File: src/rtl/universal_reg_pkg.sv
// Shared op encoding and FSM state type for the universal shift register.
package universal_reg_pkg;

  localparam int unsigned OP_W = 3;

  typedef logic [OP_W-1:0] op_t;

  localparam op_t OP_HOLD  = 3'd0;
  localparam op_t OP_LOAD  = 3'd1;
  localparam op_t OP_CLEAR = 3'd2;
  localparam op_t OP_SHL   = 3'd3;
  localparam op_t OP_SHR   = 3'd4;
  localparam op_t OP_ASR   = 3'd5;
  localparam op_t OP_ROL   = 3'd6;
  localparam op_t OP_ROR   = 3'd7;

  typedef enum logic {
    IDLE  = 1'b0,
    SHIFT = 1'b1
  } state_t;

endpackage

File: src/rtl/universal_reg_shift1_unit.sv
// Purely combinational single-position shift/rotate step and departing bit.
module shift1_unit
  import universal_reg_pkg::*;
#(
  parameter int unsigned NBITS = 16
) (
  input  logic [NBITS-1:0] d,
  input  op_t              op,
  input  logic             serial_in,
  output logic [NBITS-1:0] next_d,
  output logic             out_bit
);

  // One step of the selected shift; non-shift ops pass the value through.
  always_comb begin
    next_d  = d;
    out_bit = 1'b0;
    case (op)
      OP_SHL: begin
        next_d  = {d[NBITS-2:0], serial_in};
        out_bit = d[NBITS-1];
      end
      OP_SHR: begin
        next_d  = {serial_in, d[NBITS-1:1]};
        out_bit = d[0];
      end
      OP_ASR: begin
        next_d  = {d[NBITS-1], d[NBITS-1:1]};
        out_bit = d[0];
      end
      OP_ROL: begin
        next_d  = {d[NBITS-2:0], d[NBITS-1]};
        out_bit = d[NBITS-1];
      end
      OP_ROR: begin
        next_d  = {d[0], d[NBITS-1:1]};
        out_bit = d[0];
      end
      default: begin
        next_d  = d;
        out_bit = 1'b0;
      end
    endcase
  end

endmodule

File: src/rtl/universal_reg.sv
// Universal register: load/clear/hold in one cycle, multi-cycle shifts one bit per clock.
module universal_reg
  import universal_reg_pkg::*;
#(
  parameter int unsigned        NBITS       = 16,
  parameter logic [NBITS-1:0]   RESET_VALUE = '0
) (
  input  logic                       clk,
  input  logic                       rst,
  input  logic                       start,
  input  logic [2:0]                 op,
  input  logic [$clog2(NBITS)-1:0]   amt,
  input  logic [NBITS-1:0]           data,
  input  logic                       serial_in,
  output logic [NBITS-1:0]           dataReg,
  output logic                       busy,
  output logic                       done,
  output logic                       serial_out
);

  localparam int unsigned AW = $clog2(NBITS);

  state_t          state_q, state_d;
  logic [AW-1:0]   cnt_q, cnt_d;
  op_t             op_q, op_d;
  logic [NBITS-1:0] data_d;
  logic            sout_d;
  logic            done_d;
  logic [NBITS-1:0] step_d;
  logic            step_bit;

  // Shift datapath always operates on the latched op, so op changes mid-shift are harmless.
  shift1_unit #(
    .NBITS(NBITS)
  ) u_shift1 (
    .d        (dataReg),
    .op       (op_q),
    .serial_in(serial_in),
    .next_d   (step_d),
    .out_bit  (step_bit)
  );

  assign busy = (state_q == SHIFT);

  // Next-state and next-output logic; start is only honoured in IDLE.
  always_comb begin
    state_d = state_q;
    cnt_d   = cnt_q;
    op_d    = op_q;
    data_d  = dataReg;
    sout_d  = serial_out;
    done_d  = 1'b0;
    case (state_q)
      IDLE: begin
        if (start) begin
          case (op)
            OP_HOLD: begin
              done_d = 1'b1;
            end
            OP_LOAD: begin
              data_d = data;
              done_d = 1'b1;
            end
            OP_CLEAR: begin
              data_d = '0;
              done_d = 1'b1;
            end
            default: begin
              if (amt == '0) begin
                done_d = 1'b1;
              end else begin
                op_d    = op;
                cnt_d   = amt;
                state_d = SHIFT;
              end
            end
          endcase
        end
      end
      SHIFT: begin
        data_d = step_d;
        sout_d = step_bit;
        cnt_d  = cnt_q - AW'(1);
        if (cnt_q == AW'(1)) begin
          state_d = IDLE;
          done_d  = 1'b1;
        end
      end
    endcase
  end

  // All state, including outputs, is held here with async active-low reset.
  always_ff @(posedge clk or negedge rst) begin
    if (!rst) begin
      state_q    <= IDLE;
      cnt_q      <= '0;
      op_q       <= OP_HOLD;
      dataReg    <= RESET_VALUE;
      serial_out <= 1'b0;
      done       <= 1'b0;
    end else begin
      state_q    <= state_d;
      cnt_q      <= cnt_d;
      op_q       <= op_d;
      dataReg    <= data_d;
      serial_out <= sout_d;
      done       <= done_d;
    end
  end

endmodule

File: config.mk
export PLATFORM = sky130hd
export DESIGN_NAME = universal_reg
export DESIGN_NICKNAME = d
export VERILOG_FILES = /design/src/rtl/universal_reg_pkg.sv /design/src/rtl/universal_reg_shift1_unit.sv /design/src/rtl/universal_reg.sv
export SDC_FILE = /design/constraint.sdc
export NUM_CORES = 1
export LEC_CHECK = 0
export ABC_AREA = 1
export CAP_MARGIN = 25
export CORE_UTILIZATION = 38
export CTS_BUF_LIST = sky130_fd_sc_hd__clkbuf_4 sky130_fd_sc_hd__clkbuf_8
export CTS_CLUSTER_SIZE = 8
export DETAILED_ROUTE_END_ITERATION = 10
export MAX_ROUTING_LAYER = met4
export PLACE_DENSITY = 0.63
export SYNTH_ARGS = -nofsm -noshare
export SYNTH_HDL_FRONTEND = slang
export SYNTH_HIERARCHICAL = 1
export SYNTH_SLANG_ARGS = --single-unit
File: constraint.sdc
create_clock -name clk -period 3.6 [get_ports clk]
set_input_delay 0.72 -clock clk [delete_from_list [all_inputs] [get_ports clk]]
set_output_delay 0.72 -clock clk [all_outputs]
set_load 0.1 [all_outputs]
Word level (Yosys, flattened, before mapping) --
Cells that the tools add are included.
Storage, ports and cells: register bits 26, input port bits 27, output and inout bits 19, word-level logic and storage cells 54
Operators by class: $add $sub $neg 1, equal/unequal tests 15, multiplexer cells 19, bitwise gates (word level) 3, reduce and logical (&&, ||, !) cells 9
Operators with widths (number):
- case mux 16 bit (5 select lines) | 1
- case mux 16 bit (2 select lines) | 2
- two-way mux 16 bit | 1
- == test 3 bit, second input constant | 4
- two-way mux 4 bit | 3
- two-way mux 1 bit | 8
- inequality test 2 bit, second input constant | 4
- case mux 4 bit (2 select lines) | 1
- AND reduction 4 bit | 2
- == test 3 x 2 -> 1 bit, second input constant | 2
- inequality test 6 x 1 -> 1 bit, second input constant | 1
- case mux 1 bit (2 select lines) | 3
- AND reduction 3 bit | 2
- OR reduction 3 bit | 2
- inequality test 5 x 1 -> 1 bit, second input constant | 1
- == test 4 x 1 -> 1 bit, second input constant | 1
- logical NOT 4 bit | 1
- subtractor 4 x 1 -> 4 bit, second input constant | 1
- == test 3 x 1 -> 1 bit, second input constant | 1
- logical NOT 3 bit | 1
- inequality test 3 x 1 -> 1 bit, second input constant | 1
- NOT 1 bit | 3
- OR reduction 2 bit | 1

Logic depth before layout (Yosys ltp) --
word-level depth 5, depth in mapped cells 11, gate-level depth less buffers 11

By module --
The synthesis kept the hierarchy.
By module, submodules not included:
- universal_reg | times used 1, cells an instance 201, area each 1440.1 um2, sequential area each 650.6 um2
- shift1_unit | times used 1, cells an instance 86, area each 486.7 um2, sequential area each 0.0 um2

Worst setup path after synthesis --
Ideal clock, no wire load.
kind register to register, start reg state_q, in the netlist busy, end reg dataReg[0], library setup time 121 ps, arrival time 1620 ps, required time 3479 ps, path slack 1859 ps, stages on the path, launching flop included 6, path buffers 2, clock period less this slack 1741 ps, cell sequence dfrtp_1 > inv_2 > buf_2 > buf_2 > nand3_1 > nand2_1
Between the ends: cells in the longest elaborated chain, start to end 3, elaborated cells between the ends (all ways) 6, those cells by class 3 x eq/ne; 1 x mux; 1 x bitwise; 1 x reduce/logical
RTL lines:
- from (decl) | RTL line universal_reg.sv:23 | state_t state_q, state_d;
- from (signal assigned) | RTL line universal_reg.sv:102 | state_q <= state_d;
- NOT 1 bit (no source line)
- inequality test 3 x 1 -> 1 bit (no source line) / inequality test 2 bit (equally long branches)
- AND reduction 3 bit (no source line)
- to (signal assigned) | RTL line universal_reg.sv:105 | dataReg <= data_d;
- to (decl) | RTL line universal_reg.sv:15 | output logic [NBITS-1:0] dataReg,
Parallel ways exist; a longest one is shown, timed or not. A chain may end at the register's enable or synchronous reset.

Final worst setup path --
start reg dataReg[9], end out dataReg[9]
No word-level cell between the ends.

==> out/qor.yml <==
worst_setup_path:
  required_ns: 2.88
  slowest_stage: "clkdlybuf4s50_1"
  path_cells: "clkdlybuf4s50_1"
  cp_num_buf_inv: 1
  endpoint_kind: "primary output"
  crit_arrival_ns: 1.93
  cp-start-kind: "flip-flop"
  max_stage_delay_ns: 1.17
  cp_max_fo: 5
  critPathTopFamily: "buffers and inverters"
  path_class: "flip-flop to primary output"
yosys:
  netlist-cell-type-count: 24
  synth_area_leaders: "dfrtp_1 34%, nand2_1 19%, nand3_1 15%"
  synth-seq-cells: 26
  ys_seq_area_share_pct: 33.77
  syn-num-nets: 316
  synth.largest_area_cell: "dfrtp_1"
  synth_area_per_cell_um2: 6.714
  yosys_warnings: 6
  synth_top_area_share_pct: 33.77
  synthCells: 287
  syn_area_mm2: 0.001927
die:
  die_x_um: 73.21
  row_count: 25
  io_pins: 46
  die_y_um: 73.21
  start_util_pct: 40.26
  dieArea_mm2: 0.005360
  core_area_mm2: 0.004786
global_route:
  grt_usage_pct: 20.47
  grt_pass1_vias: 1731
  grt_max_degree: 52
  overflow: 0
  grt_pass1_wl_um: 8245
  grt_antenna_before_repair: 0
sta:
  tightest_slew_ns: 0.9783
  fin_tns_setup_ns: 0
  hold_viol: 0
  fmax_mhz: 376.7
  rsz0062_at_grt: "no"
  fin_crit_ns: 2.655
  fin_crit_sh_pct: 73.74
  slew_headroom_pct: 34.57
  slew_viol_final: 0
  skew_ns: 0.005533
  setup_viol: 0
finish:
  diodes: 0
  layout_common_cells: "100 x nand2_1, 57 x nand3_1, 44 x clkdlybuf4s50_1, 26 x dfrtp_1, 24 x nor2_1"
  layout_commonest_cell: "nand2_1"
  fillers: 498
  nets: 354
  syn_to_final_growth_pct: 25.78
  drive_above_1_share_pct: 8.642
drt:
  vias: 1971
  antenna_left: 0
  drt_iter0_markers: 90
  routed_wl_um: 5094
  drc_errors: 0
  via_per_inst: 5.041
  drt_pass1_iterations: 4
  routedWlPerCell_um: 13.03
placement:
  io_buffers: 45
  gp_congestion: 0.7578
  dpl.hpwl_um: 3221
clock_tree:
  hold_buffers: 0
  htree_levels: 1
  clkLatencyLatePin_ns: 0.28
  cts_num_sinks: 26
  root_buffer: "clkbuf_8"
  cts_buffers: 3
  cts.path.max_buffers: 2
  cts_setup_buffers: 0
  clkTransAtPathRegs_ns: 0.10
  tritoncts: "done"
  cts_resized: 0
flow_run:
  drv_cap: 0
run_status:
  status: "complete, no violations"
worst_hold_path:
  hp-class: "flip-flop to flip-flop"
[through the flow]
stage / hold WS, ns / instance area (um^2) / instances / utilization (%) / setup WS (ns)
final: 0.4947 / 2424 / 391 / 50.64 / 0.9453
after global routing: 0.5487 / 2424 / 391 / 50.64 / 0.8855
after CTS: 0.5014 / 2424 / 391 / 50.64 / 0.9375
after detailed placement: 0.4796 / 2369 / 387 / 49.49 / 1.264
after global placement: 0.4701 / 2369 / 387 / 49.49 / 1.293
after floorplan: 0.4244 / 1927 / 287 / - / 1.859
[worst paths after layout]
check,startpoint,endpoint,slack [ns],cells past startpoint
setup / recovery,dataReg[9],dataReg[9],0.95,1
hold / removal,serial_out,serial_out,0.49,2
setup reg to reg,busy,op_q[0],1.49,4
hold reg to reg,serial_out,serial_out,0.49,2
max in group asynchronous,rst,dataReg[1],2.52,2
min in group asynchronous,rst,dataReg[8],0.80,2
[registers in the layout, summed over array words and instances (netlist names)]
name        cells
cnt_q           4
done            1
serial_out      1
op_q            3
busy            1
dataReg        16
[cell usage after synthesis, drive strengths merged]
master	count
dfrtp	26
clkbuf	2
ha	2
inv	17
o21ai	9
nor3	2
nand3	57
o21a	1
buf	11
a21oi	4
nand2	108
nand4	5
nor2	34
o22ai	9
[final cells by class]
| type | count | area (um^2) | share of cell area (%) |
|---|---|---|---|
| multi-input combinational | 231 | 1115 | 46.00 |
| sequential | 26 | 650.6 | 26.85 |
| timing repair buffer | 46 | 455.4 | 18.79 |
| tap | 67 | 83.83 | 3.459 |
| inverter | 17 | 63.81 | 2.633 |
| clock buffer | 4 | 55.05 | 2.272 |
[cells by family (layout without fill, tap and decap cells)]
logic type / count (synthesis) / count (layout) / share of synthesized area [%]
compound gates: 23 / 23 / 6.883
fa+ha+maj: 2 / 2 / 1.298
buf+inv: 30 / 67 / 8.376
flops: 26 / 26 / 33.77
simple gates: 206 / 206 / 49.67
[routing by layer]
layer  vias to the layer above  track usage (%)  wire length [um]
li1                       1016                -                 -
met1                       898            26.96              2476
met2                        55            32.51              2310
met3                         2            2.624               275
met4                         0            6.536                31
met5                         -                -                 0
Power is not shown: default switching activity piles up to over one toggle a cycle in this logic, so the estimate is an artifact.
==> variant, RTL diff (same flow settings) <==
Register the inputs `start`, `op`, `amt`, `data` and `serial_in` before use. The logic sees them one clock later.
--- a/src/rtl/universal_reg.sv
+++ b/src/rtl/universal_reg.sv
@@ -21,4 +21,18 @@
   localparam int unsigned AW = $clog2(NBITS);
 
+  logic start_q;
+  logic [2:0] op_r;
+  logic [$clog2(NBITS)-1:0] amt_q;
+  logic [NBITS-1:0] data_q;
+  logic serial_q;
+
+  always_ff @(posedge clk) begin
+    start_q  <= start;
+    op_r     <= op;
+    amt_q    <= amt;
+    data_q   <= data;
+    serial_q <= serial_in;
+  end
+
   state_t          state_q, state_d;
   logic [AW-1:0]   cnt_q, cnt_d;
@@ -36,5 +50,5 @@
     .d        (dataReg),
     .op       (op_q),
-    .serial_in(serial_in),
+    .serial_in(serial_q),
     .next_d   (step_d),
     .out_bit  (step_bit)
@@ -53,11 +67,11 @@
     case (state_q)
       IDLE: begin
-        if (start) begin
-          case (op)
+        if (start_q) begin
+          case (op_r)
             OP_HOLD: begin
               done_d = 1'b1;
             end
             OP_LOAD: begin
-              data_d = data;
+              data_d = data_q;
               done_d = 1'b1;
             end
@@ -67,9 +81,9 @@
             end
             default: begin
-              if (amt == '0) begin
+              if (amt_q == '0) begin
                 done_d = 1'b1;
               end else begin
-                op_d    = op;
-                cnt_d   = amt;
+                op_d    = op_r;
+                cnt_d   = amt_q;
                 state_d = SHIFT;
               end
Function: changed (a bounded check fails within 4 cycles, from zero or initial values and one cycle with rst low).
==> variant against the original RTL <==
- setup slack lost 0.012 ns
- final area grew 23%
- sequential cell count grew 25
- synthesized cell count grew 8.7%
- hold slack lost 0.019 ns
- synthesized area grew 26%
- wire length grew 9.0%
- sequential share of layout area grew 12 points
- highest routed layer unchanged
Power is not shown: default switching activity piles up to over one toggle a cycle in this logic, so the estimate is an artifact.
==> variant: results (changes against the original RTL) <==
number of global-route vias before repair 2031 (was 1731); CP delay by family, top buffers and inverters (unchanged); Worst path max stage delay 1.17 ns (about the same); pre-CTS WS 1.27 ns (was 1.26 ns); Seq/Total Area, Yosys 0.474 (was 0.338); grt met2 use 0.278 (was 0.325); Yosys warning total 6 (unchanged); worst-margin pin slew 0.986 ns (was 0.978 ns); vias per cell 5.04 (about the same); main area contributors after synthesis dfrtp_1, dfxtp_1, nand2_1, nand3_1, nor2_1 (was dfrtp_1, nand2_1, nand3_1, nor2_1, nor2_2); net count after synthesis 341 (was 316); Hold Path Depth 2 (unchanged); Critical-path top delay cell clkdlybuf4s50_1 (unchanged); Worst setup endpoint dataReg[15] (was dataReg[9]); clock latency at the later pin of the worst-skew pair 0.30 ns (was 0.28 ns); top sig layer met4 (unchanged); # nets final 381 (was 354); HPWL after detailed placement 3740 um (was 3220 um); ys async rst share 0.510 (was 1.00); critical path peak fanout 6 (was 5); Worst EP arrival 1.95 ns (was 1.93 ns); WHS Endpoint serial_out (unchanged); DR WL met2 2480 um (was 2310 um); GRT met3 Usage 0.0267 (was 0.0262); top post-synthesis cells by count nand2_1, nand3_1, dfrtp_1, dfxtp_1, nor2_1 (was nand2_1, nand3_1, dfrtp_1, nor2_1, inv_1); Placed Area 2880 um^2 (was 2370 um^2); library cells used by synthesis 25 (was 24); I/O Buffers 45 (unchanged); Worst-path clk slew around 0.090 ns; routed len/inst 13.0 um (about the same); Final Skew 0.0111 ns (was 0.00553 ns); Register-to-Register Path Depth 4 (unchanged); fraction of layout cells with a size suffix above 1 0.0907 (was 0.0864); antenna fix cells 0 (unchanged); Worst R2R Setup Slack 1.56 ns (was 1.49 ns); DR iter-0 viols 175 (was 90); reg2reg end dataReg[0] (was op_q[0]); initial antenna violation count 0 (unchanged); TritonRoute pass-1 iters 7 (was 4); min-delay src serial_out (unchanged); CTS H-tree depth 2 (was 1); Num CTS Buffers 5 (was 3); Peak Freq 375 MHz (was 377 MHz); Hold Path Class flop to flop (unchanged); Post-CTS Setup Bufs 0 (unchanged); biggest registers after layout dataReg (16), data_q (16) (was dataReg (16), cnt_q (4), op_q (3)); met1 usage in global routing 0.278 (was 0.270); met3 WL 311 um (was 275 um); first-pass GRT wire length 9680 um (was 8250 um); M1 wire length 2690 um (was 2480 um); CTS-repair resized insts 0 (unchanged); largest net degree at the start of global routing 52 (unchanged); CTS root buffer clkbuf_8 (unchanged); maximum buffer depth of the clock tree 2 (unchanged); status finished clean (unchanged); routability congestion estimate 0.772 (was 0.758); Crit. Startpoint dataReg[15] (was dataReg[9]); Global Route Usage Sum 0.194 (was 0.205)
## variant: changes by cell type after synthesis
cell	change
dfxtp_1	+25
## variant: through the flow
stage / hold slack, ns / instances
floorplan: 0.424 / 312
global placement: 0.456 / 420
detailed placement: 0.458 / 420
CTS: 0.481 / 428
global route: 0.515 / 428
finish: 0.475 / 428
## variant: worst min-delay path, stage by stage, from the launching register on
cell and delay [ns]:
dfrtp_1 0.35, nand2_1 0.05, nand2_1 0.05
## variant: kinds of logic (layout without fill, tap and decap cells)
family / Yosys count / after routing / synth area share
AOI/OAI and AO/OA: 23 / 23 / 0.0546
buffers and inverters: 30 / 71 / 0.0665
adders and majority gates: 2 / 2 / 0.0103
and+or+nand+nor: 206 / 206 / 0.394
DFF: 51 / 51 / 0.474
## variant: cell type report
class	count	area, um^2
fillers	604	3050
repair buffers	46	455
multi-input cells	231	1110
flip-flops and latches	51	1150
inverters	17	63.8
well taps	75	93.8
clock inverters	1	5.00
clock buffers	7	90.1
